==> src/rtl/grid_render_pkg.sv <==
`timescale 1ns/1ps
// grid_render_pkg: VGA blanking constants, playfield geometry and palette
// shared by the playfield renderer and the game controller.
package grid_render_pkg;

  // Horizontal blanking, in pixel clocks, following the visible part of a line
  localparam int H_FP    = 16;
  localparam int H_SYNC  = 96;
  localparam int H_BP    = 48;
  localparam int H_BLANK = H_FP + H_SYNC + H_BP;

  // Vertical blanking, in lines, following the visible part of a frame
  localparam int V_FP    = 10;
  localparam int V_SYNC  = 2;
  localparam int V_BP    = 33;
  localparam int V_BLANK = V_FP + V_SYNC + V_BP;

  // Scan counter widths (800 columns / 525 lines fit in 10 bits)
  localparam int H_W = 10;
  localparam int V_W = 10;

  // Occupancy grid: 8 columns of 18 cells, cell (x,y) is bit 18*x + y
  localparam int GRID_W    = 8;
  localparam int GRID_H    = 18;
  localparam int GRID_BITS = GRID_W * GRID_H;

  // Counter widths for cell column, cell row and flattened grid index
  localparam int CELL_X_W   = 3;
  localparam int CELL_Y_W   = 5;
  localparam int CELL_IDX_W = 8;

  // Width of the frame drawn around the playfield, in pixels
  localparam int BORDER = 4;

  // Palette, RRRGGGBB
  localparam logic [7:0] COL_BLACK  = 8'h00;
  localparam logic [7:0] COL_BORDER = 8'hFF;
  localparam logic [7:0] COL_EDGE   = 8'h0C;
  localparam logic [7:0] COL_FILL   = 8'h1C;

  // What a pixel shows, before being turned into a colour
  typedef enum logic [1:0] {
    PIX_BLANK,
    PIX_BORDER,
    PIX_EDGE,
    PIX_FILL
  } pix_class_t;

  // Palette lookup for a pixel class
  function automatic logic [7:0] class_colour(input pix_class_t pc);
    logic [7:0] c;
    case (pc)
      PIX_BORDER: c = COL_BORDER;
      PIX_EDGE:   c = COL_EDGE;
      PIX_FILL:   c = COL_FILL;
      default:    c = COL_BLACK;
    endcase
    return c;
  endfunction

  // Flattened grid bit for cell (cx, cy); column-major, 18 cells per column
  function automatic logic [CELL_IDX_W-1:0] cell_index(
    input logic [CELL_X_W-1:0] cx,
    input logic [CELL_Y_W-1:0] cy
  );
    return CELL_IDX_W'(cx) * CELL_IDX_W'(GRID_H) + CELL_IDX_W'(cy);
  endfunction

endpackage

==> src/rtl/grid_render_timing.sv <==
`timescale 1ns/1ps
// vga_timing: pixel enable, scan counters, registered sync pulses and the
// end-of-visible-frame pulse that tells the game controller a frame is drawn.
module vga_timing
  import grid_render_pkg::*;
#(
  parameter int H_ACT = 640,
  parameter int V_ACT = 480
) (
  input  logic           clk,
  input  logic           rst,
  output logic           pe,
  output logic [H_W-1:0] h_cnt,
  output logic [V_W-1:0] v_cnt,
  output logic           hsync,
  output logic           vsync,
  output logic           draw_finish
);

  localparam int H_TOTAL      = H_ACT + H_BLANK;
  localparam int V_TOTAL      = V_ACT + V_BLANK;
  localparam int H_SYNC_FIRST = H_ACT + H_FP;
  localparam int H_SYNC_LAST  = H_SYNC_FIRST + H_SYNC - 1;
  localparam int V_SYNC_FIRST = V_ACT + V_FP;
  localparam int V_SYNC_LAST  = V_SYNC_FIRST + V_SYNC - 1;

  logic h_wrap;
  logic v_wrap;
  logic hsync_next;
  logic vsync_next;
  logic last_visible;

  assign h_wrap       = (h_cnt == H_W'(H_TOTAL - 1));
  assign v_wrap       = (v_cnt == V_W'(V_TOTAL - 1));
  assign hsync_next   = !((h_cnt >= H_W'(H_SYNC_FIRST)) && (h_cnt <= H_W'(H_SYNC_LAST)));
  assign vsync_next   = !((v_cnt >= V_W'(V_SYNC_FIRST)) && (v_cnt <= V_W'(V_SYNC_LAST)));
  assign last_visible = h_wrap && (v_cnt == V_W'(V_ACT - 1));

  // Pixel enable toggles every clock, giving a 25 MHz pixel rate from 50 MHz
  always_ff @(posedge clk) begin
    if (rst) begin
      pe <= 1'b0;
    end else begin
      pe <= ~pe;
    end
  end

  // Column and line counters advance once per pixel enable
  always_ff @(posedge clk) begin
    if (rst) begin
      h_cnt <= '0;
      v_cnt <= '0;
    end else if (pe) begin
      if (h_wrap) begin
        h_cnt <= '0;
        if (v_wrap) begin
          v_cnt <= '0;
        end else begin
          v_cnt <= v_cnt + V_W'(1);
        end
      end else begin
        h_cnt <= h_cnt + H_W'(1);
      end
    end
  end

  // Sync outputs trail the counters by one clock, matching the colour path;
  // draw_finish fires in the clock where the scan enters the first blank line
  always_ff @(posedge clk) begin
    if (rst) begin
      hsync       <= 1'b1;
      vsync       <= 1'b1;
      draw_finish <= 1'b0;
    end else begin
      hsync       <= hsync_next;
      vsync       <= vsync_next;
      draw_finish <= pe && last_visible;
    end
  end

endmodule

==> src/rtl/grid_render.sv <==
`timescale 1ns/1ps
// grid_render: draws the 8x18 occupancy grid with a border on a VGA screen.
// The grid is sampled once per frame so each frame shows one consistent state.
module grid_render
  import grid_render_pkg::*;
#(
  parameter int H_ACT = 640,
  parameter int V_ACT = 480,
  parameter int CELL  = 24,
  parameter int X0    = 224,
  parameter int Y0    = 24
) (
  input  logic                 clk,
  input  logic                 rst,
  input  logic [GRID_BITS-1:0] data_updated,
  output logic                 draw_finish,
  output logic                 hsync,
  output logic                 vsync,
  output logic [7:0]           rgb
);

  localparam int H_TOTAL    = H_ACT + H_BLANK;
  localparam int V_TOTAL    = V_ACT + V_BLANK;
  localparam int OFF_W      = (CELL > 1) ? $clog2(CELL) : 1;
  localparam int PF_X_LAST  = X0 + GRID_W * CELL - 1;
  localparam int PF_Y_LAST  = Y0 + GRID_H * CELL - 1;
  localparam int BD_X_FIRST = X0 - BORDER;
  localparam int BD_X_LAST  = PF_X_LAST + BORDER;
  localparam int BD_Y_FIRST = Y0 - BORDER;
  localparam int BD_Y_LAST  = PF_Y_LAST + BORDER;
  localparam int PAD_BITS   = 2 ** CELL_IDX_W;

  logic                  pe;
  logic [H_W-1:0]        h_cnt;
  logic [V_W-1:0]        v_cnt;
  int                    h_pos;
  int                    v_pos;
  logic                  h_wrap;
  logic                  v_wrap;
  logic                  col_start;
  logic                  row_start;
  logic [CELL_X_W-1:0]   cell_x;
  logic [OFF_W-1:0]      off_x;
  logic [CELL_Y_W-1:0]   cell_y;
  logic [OFF_W-1:0]      off_y;
  logic [GRID_BITS-1:0]  snapshot;
  logic [PAD_BITS-1:0]   snap_pad;
  logic                  visible;
  logic                  in_play;
  logic                  in_frame;
  logic                  filled;
  logic                  on_edge;
  pix_class_t            pix_class;

  vga_timing #(
    .H_ACT (H_ACT),
    .V_ACT (V_ACT)
  ) u_timing (
    .clk         (clk),
    .rst         (rst),
    .pe          (pe),
    .h_cnt       (h_cnt),
    .v_cnt       (v_cnt),
    .hsync       (hsync),
    .vsync       (vsync),
    .draw_finish (draw_finish)
  );

  assign h_pos  = int'(h_cnt);
  assign v_pos  = int'(v_cnt);
  assign h_wrap = (h_pos == H_TOTAL - 1);
  assign v_wrap = (v_pos == V_TOTAL - 1);

  // The next counter value is the first playfield column/line
  assign col_start = (X0 == 0) ? h_wrap : (h_pos == X0 - 1);
  assign row_start = (Y0 == 0) ? v_wrap : (v_pos == Y0 - 1);

  // Cell column and in-cell x offset track h_cnt without any division
  always_ff @(posedge clk) begin
    if (rst) begin
      cell_x <= '0;
      off_x  <= '0;
    end else if (pe) begin
      if (col_start) begin
        cell_x <= '0;
        off_x  <= '0;
      end else if (off_x == OFF_W'(CELL - 1)) begin
        cell_x <= cell_x + CELL_X_W'(1);
        off_x  <= '0;
      end else begin
        off_x <= off_x + OFF_W'(1);
      end
    end
  end

  // Cell row and in-cell y offset step once per line, at the column wrap
  always_ff @(posedge clk) begin
    if (rst) begin
      cell_y <= '0;
      off_y  <= '0;
    end else if (pe && h_wrap) begin
      if (row_start) begin
        cell_y <= '0;
        off_y  <= '0;
      end else if (off_y == OFF_W'(CELL - 1)) begin
        cell_y <= cell_y + CELL_Y_W'(1);
        off_y  <= '0;
      end else begin
        off_y <= off_y + OFF_W'(1);
      end
    end
  end

  // Grid is captured only at the frame-done pulse, so updates land between frames
  always_ff @(posedge clk) begin
    if (rst) begin
      snapshot <= '0;
    end else if (draw_finish) begin
      snapshot <= data_updated;
    end
  end

  // Padding lets the cell index be used directly even outside the playfield
  assign snap_pad = {{(PAD_BITS - GRID_BITS){1'b0}}, snapshot};
  assign visible  = (h_pos < H_ACT) && (v_pos < V_ACT);
  assign in_play  = (h_pos >= X0) && (h_pos <= PF_X_LAST) &&
                    (v_pos >= Y0) && (v_pos <= PF_Y_LAST);
  assign in_frame = (h_pos >= BD_X_FIRST) && (h_pos <= BD_X_LAST) &&
                    (v_pos >= BD_Y_FIRST) && (v_pos <= BD_Y_LAST);
  assign filled   = snap_pad[cell_index(cell_x, cell_y)];
  assign on_edge  = (off_x == OFF_W'(CELL - 1)) || (off_y == OFF_W'(CELL - 1));

  // Classify the current pixel; the earliest matching rule decides
  always_comb begin
    pix_class = PIX_BLANK;
    if (!visible) begin
      pix_class = PIX_BLANK;
    end else if (in_frame && !in_play) begin
      pix_class = PIX_BORDER;
    end else if (in_play && filled) begin
      pix_class = on_edge ? PIX_EDGE : PIX_FILL;
    end
  end

  // Colour is registered once, aligned with the registered sync outputs
  always_ff @(posedge clk) begin
    if (rst) begin
      rgb <= COL_BLACK;
    end else begin
      rgb <= class_colour(pix_class);
    end
  end

endmodule

==> config.mk <==
export PLATFORM = sky130hd
export DESIGN_NAME = grid_render
export DESIGN_NICKNAME = d
export VERILOG_FILES = /design/src/rtl/grid_render_pkg.sv /design/src/rtl/grid_render_timing.sv /design/src/rtl/grid_render.sv
export SDC_FILE = /design/constraint.sdc
export NUM_CORES = 1
export LEC_CHECK = 0
export CAP_MARGIN = 5
export CORE_MARGIN = 3
export CORE_UTILIZATION = 48
export DETAILED_ROUTE_END_ITERATION = 10
export PLACE_DENSITY_LB_ADDON = 0.25
export SLEW_MARGIN = 20
export SYNTH_ARGS = -nofsm -noshare
export SYNTH_HDL_FRONTEND = slang
export SYNTH_SLANG_ARGS = --single-unit
==> constraint.sdc <==
create_clock -name clk -period 2.6 [get_ports clk]
set_clock_uncertainty 0.2 [all_clocks]
set_input_delay 0.52 -clock clk [delete_from_list [all_inputs] [get_ports clk]]
set_output_delay 0.52 -clock clk [all_outputs]
set_load 0.01 [all_outputs]
### After elaboration in Yosys (flattened, before gate mapping)

Index checks and enable logic that the tools add are counted.

* register bits after elaboration: 194
* input port bits: 146
* output and inout port bits: 11
* logic and storage cells: 87

* $add $sub $neg: 7
* multiply operators: 1
* $lt $le $gt $ge: 15
* equal/unequal tests: 11
* multiplexer cells: 17
* bitwise logic cells: 1
* reduce and logical (&&, ||, !) cells: 23

Operators by type and width (number)
* $le 10x9->1 const B: 5
* $eq 10x9->1 const B: 3
* $mux 5: 6
* $pmux 8 s3: 1
* $add 10x1->10 const B: 2
* $eq 10x10->1 const B: 2
* $ge 10x5->1 const B: 2
* $ge 10x8->1 const B: 2
* $mux 10: 2
* $add 5x1->5 const B: 3
* $logic_and 1x1->1: 14
* $eq 10x6->1 const B: 1
* $eq 5x5->1 const B: 2
* $ge 10x10->1 const B: 1
* $ge 10x9->1 const B: 1
* $le 10x10->1 const B: 1
* $lt 10x10->1 const B: 1
* $lt 10x9->1 const B: 1
* $lt 8x9->1 const B: 1
* $add 8x5->8: 1
* $bmux 1 s8: 1
* $mul 3x4->7 const B: 1
* $mux 2: 3
* $mux 3: 2
* other kinds (9): 16

### Depth between registers and ports, before layout

* depth after elaboration: 10
* gate-level depth with buffers: 11
* depth with buffers taken out: 10

### Cells and area by module

From an unflattened synthesis, not the netlist that was laid out.

* cell total of the unflattened synthesis: 924
* area total of the unflattened synthesis: 8833.5 µm²

Modules (own cells, without submodules)
* grid_render: instances 1, cells an instance 793, area an instance 7662.3 µm², sequential area each 3303.2 µm²
* vga_timing: instances 1, cells an instance 131, area an instance 1171.1 µm², sequential area each 480.5 µm²

### Worst setup path after synthesis

OpenSTA, ideal clock, no wires.

* kind: flip-flop to flip-flop
* from: register cell_x[0]
* to: register rgb[3]
* setup time: 0.130 ns
* arrival time: 2.458 ns
* data required time: 2.270 ns
* slack: -0.188 ns
* cell stages (with the launch flop): 11
* path buffers: 1
* period minus slack after synthesis: 2.788 ns
* path through: dfxtp_1 -> ha_1 -> inv_1 -> fa_1 -> xnor2_2 -> buf_6 -> mux4_1 -> a2111oi_0 -> nor4_1 -> o221ai_1 -> o211ai_1

* cells in the longest elaborated chain, start to end: 10
* elaborated cells between the ends (all ways): 12
* those cells by class: add/sub: 1; mul: 1; eq/ne: 3; mux: 6; reduce/logical: 1

RTL lines
* start: declaration: line grid_render.sv:42 `logic [CELL_X_W-1:0] cell_x;`
* start signal: assignment: line grid_render.sv:88 `cell_x <= cell_x + CELL_X_W'(1);`
* $mul 3x4->7 (*): line grid_render_pkg.sv:66 `return CELL_IDX_W'(cx) * CELL_IDX_W'(GRID_H) + CELL_IDX_W'(cy);`
* $add 8x5->8 (*): line grid_render_pkg.sv:66
* $bmux 1 s8 (*): line grid_render.sv:130 `assign filled = snap_pad[cell_index(cell_x, cell_y)];`
* $mux 1 (not written as such) (*): line grid_render.sv:130
* $logic_and 1x1->1 (*): line grid_render.sv:140 `end else if (in_play && filled) begin`
* $mux 2 (*): line grid_render.sv:140
* $mux 2 (*): line grid_render.sv:138 `end else if (in_frame && !in_play) begin`
* $mux 2 (*): line grid_render.sv:136 `if (!visible) begin`
* $eq 2x2->1 / $eq 2x1->1 (equally long branches): line grid_render_pkg.sv:52 `case (pc)`
* $pmux 8 s3 (*): line grid_render_pkg.sv:52
* end signal: assignment: line grid_render.sv:150 `rgb <= class_colour(pix_class);`
* end: declaration: line grid_render.sv:19 `output logic [7:0] rgb`

Every way passes the cells marked *; elsewhere a longest branch is shown, timed or not. The select of a mux whose other input is x is not followed.
A chain may end at the register's enable or synchronous reset.

### Worst setup path in the final report

Same ends and word-level chain as after synthesis.

==> results.cfg <==
[drt]
drt_iter0_drc = 308
wl_um = 20200
antenna_left = 0
post_drt_wl_per_cell_um = 16.3
vias = 6651
vias_per_cell = 5.35
firstDrtPassIters = 5
drcViolationCount = 0

[cts]
cts.sinks = 189
cts_tree = built
root_buffer = clkbuf_16
cts_buffers = 17
htree_levels = 4
holdBufCountCts = 0
clk_latency_ns = 0.44
path_clk_slew_ns = 0.08
cts.path.max_buffers = 2

[synth]
synth_compound_area_frac = 0.0436
ys.flop_type = dfxtp_1
ys_seq_area_frac = 0.433
async_flop_share = 0
synth_mux_area_frac = 0.281
syn_area_mm2 = 0.00874
ys_warn_count = 0
synthCells = 846
synth_top_family_by_area = multiplexers
yosysUniqueCellTypes = 60
synth_xor_area_frac = 0.0249
synthAdderAreaFrac = 0.0195
synth-simple-area-share = 0.156
synth_edf_count = 0
synth-seq-cells = 189
syn_area_per_cell_um2 = 10.3
syn-num-nets = 1005

[worst_setup_path]
worstRegToRegCells = 11
path_delay_family = compound AO/OA/AOI/OAI gates
ff2ff_setup_slack_ns = -0.09
crit_type = flip-flop to flip-flop
path_max_fanout = 4
crit_chain = ha_4 > inv_2 > fa_2 > xnor2_4 > buf_4 > buf_6 > mux4_2 > a2111oi_4 > nor4_4 > o221ai_2 > o211ai_1
setup.worst_path.start = cell_x[0]
endpoint_kind = flip-flop
cp.buffers_inverters = 3
cp_slowest_cell = fa_2
cp.required_ns = 2.72
r2r-start = cell_x[0]
slowest_delay_ns = 0.38
worstReg2RegEnd = rgb[3]
start_kind = flip-flop
cp.arrival_ns = 2.81

[power_and_ir_drop]
ir_drop_mv = 0.484
powerDensity_mw_per_mm2 = 517
power_mw = 5.88
pwr-share-comb = 0.054
p_int_mw = 4.51
p_leak_nw = 3.92
power_frac_seq = 0.493
switchingPower_mw = 1.37
swShare = 0.233
pwr-share-clk = 0.452

[finish]
layout_common_cells = nor2_1 (185), dfxtp_1 (184), clkdlybuf4s50_1 (155)
final_layout_size_suffix_gt1_frac = 0.136
fin_nets = 1163
final_common_cell = nor2_1
final_util = 0.649
area_delta_synth_final_pct = 30.2

[global_route]
top_usage_layer = met2
grt_usage = 0.207
grt_first_pass_wirelength_um = 33100
grt-ovfl-total = 0
met3_usage = 0.0478
grt_max_degree = 102
grt_pass1_vias = 6528
grt_antenna_before_repair = 1
met1_usage = 0.289
gr-usage-met2 = 0.324

[run_status]
run_status = finished with violations
violations = negative setup slack

[floorplanning]
dieArea_mm2 = 0.0199
start_util = 0.499
rows = 48
ios = 157
die_w_um = 141
die_h_um = 141
core_area_mm2 = 0.0175

[timing]
fin_crit_sh = 1.03
fmax_mhz = 372
slew_headroom = 0.483
fin_hold_ws_ns = 0.237
slew_viol_final = 0
setup_slack_ns = -0.0901
rsz0062_at_grt = true
finalHoldViolations = 0
fin_crit_ns = 2.69
worst_slew_pin_slew_ns = 0.775
setup_violations = 2
setup_tns_ns = -0.165

[placement]
io_buffers = 156
globalplace.congestion = 0.821
dp_hpwl_um = 14600

[worst_hold_path]
holdPathStages = 2
hp-class = primary input to flip-flop
hp-start = rst
hold_end = u_timing.pe

[job]
maxCapViolCount = 0
## worst reg2reg max path, delay by kind of cell (launching register included)
kind	cells	cell delay (ns)
compound gates	3	0.63
xor+xnor	1	0.15
fa+ha+maj	2	0.51
buf+inv	3	0.29
flops	1	0.36
mux	1	0.33
simple gates	1	0.08
## flip-flops by register name, indices dropped and copies added (netlist names)
signal / cells
u_timing.vsync: 1
u_timing.hsync: 1
off_y: 5
off_x: 5
u_timing.draw_finish: 1
rgb: 3
cell_y: 5
u_timing.pe: 1
snapshot: 144
cell_x: 3
u_timing.h_cnt: 10
u_timing.v_cnt: 10
## cell families after synthesis
| logic type | count (synthesis) |
|---|---|
| and+or+nand+nor | 293 |
| muxes | 194 |
| DFF | 189 |
| buffers and inverters | 71 |
| AOI/OAI and AO/OA | 62 |
| xor gates and xnor gates | 24 |
| adders and majority gates | 13 |
## how the worst max path moves through the flow
stage,endpoint,cells after the start
after floorplan,rgb[3],11
after global placement,rgb[3],11
after detailed placement,rgb[3],11
after CTS,rgb[3],11
after global routing,rgb[3],12
final,rgb[3],11
## synth_stat cells (all sizes together) (4+ instances only)
library cell	instances	area (um^2)
a211oi	4	30.0
a21oi	23	119
and3	5	31.3
buf	35	234
clkbuf	27	101
dfxtp	189	3780
ha	12	150
inv	9	33.8
mux2i	153	1530
mux4	38	890
nand2	21	78.8
nand2b	5	31.3
nand3	18	90.1
nand4	11	68.8
nand4b	4	35.0
nor2	187	707
nor2b	4	25.0
nor3	8	51.3
nor3b	6	45.0
nor4	7	56.3
o21ai	16	80.1
or3	5	31.3
xnor2	9	86.3
xor2	15	131
## routing by layer
metal  part of all wire  vias to the layer above
li1                   -                     3323
met1               0.46                     3140
met2               0.47                      164
met3              0.048                       24
met4              0.014                        0
met5                  0                        -
## what timing repair did
action	CTS	global route
hold endpoints to repair	0	0
resized for setup	8	7
buffers inserted	2	3
pin swaps	12	2
endpoints found under the setup margin	2	2
## per-stage QoR
| step | area (um^2) | std cells | worst slack (ns) |
|---|---|---|---|
| 5_1_grt | 11400 | 1243 | -0.197 |
| 3_5_place_dp | 10600 | 1205 | -0.293 |
| 2_1_floorplan | 8790 | 846 | 0.00361 |
| 3_3_place_gp | 10600 | 1205 | -0.222 |
| 6_report | 11400 | 1243 | -0.0901 |
| 4_1_cts | 11300 | 1239 | -0.150 |
## cell type report
| class | count | area [um^2] |
|---|---|---|
| inverters | 9 | 33.8 |
| clock buffers | 18 | 439 |
| flip-flops and latches | 189 | 3790 |
| multi-input cells | 586 | 4690 |
| clock inverters | 14 | 174 |
| fillers | 1382 | 6150 |
| repair buffers | 201 | 1970 |
| well taps | 225 | 282 |
| diodes | 1 | 2.50 |
## power groups by stage
stage / Sequential [mW] / Clock (mW) / Combinational [mW]
2_1_floorplan: 2.97 / 0 / 0.0671
5_1_grt: 2.90 / 2.84 / 0.342
3_3_place_gp: 2.97 / 0 / 0.321
6_report: 2.90 / 2.66 / 0.320
4_1_cts: 2.90 / 2.71 / 0.322
3_5_place_dp: 2.97 / 0 / 0.321
Note: power is estimated with default switching activity, not from simulation.
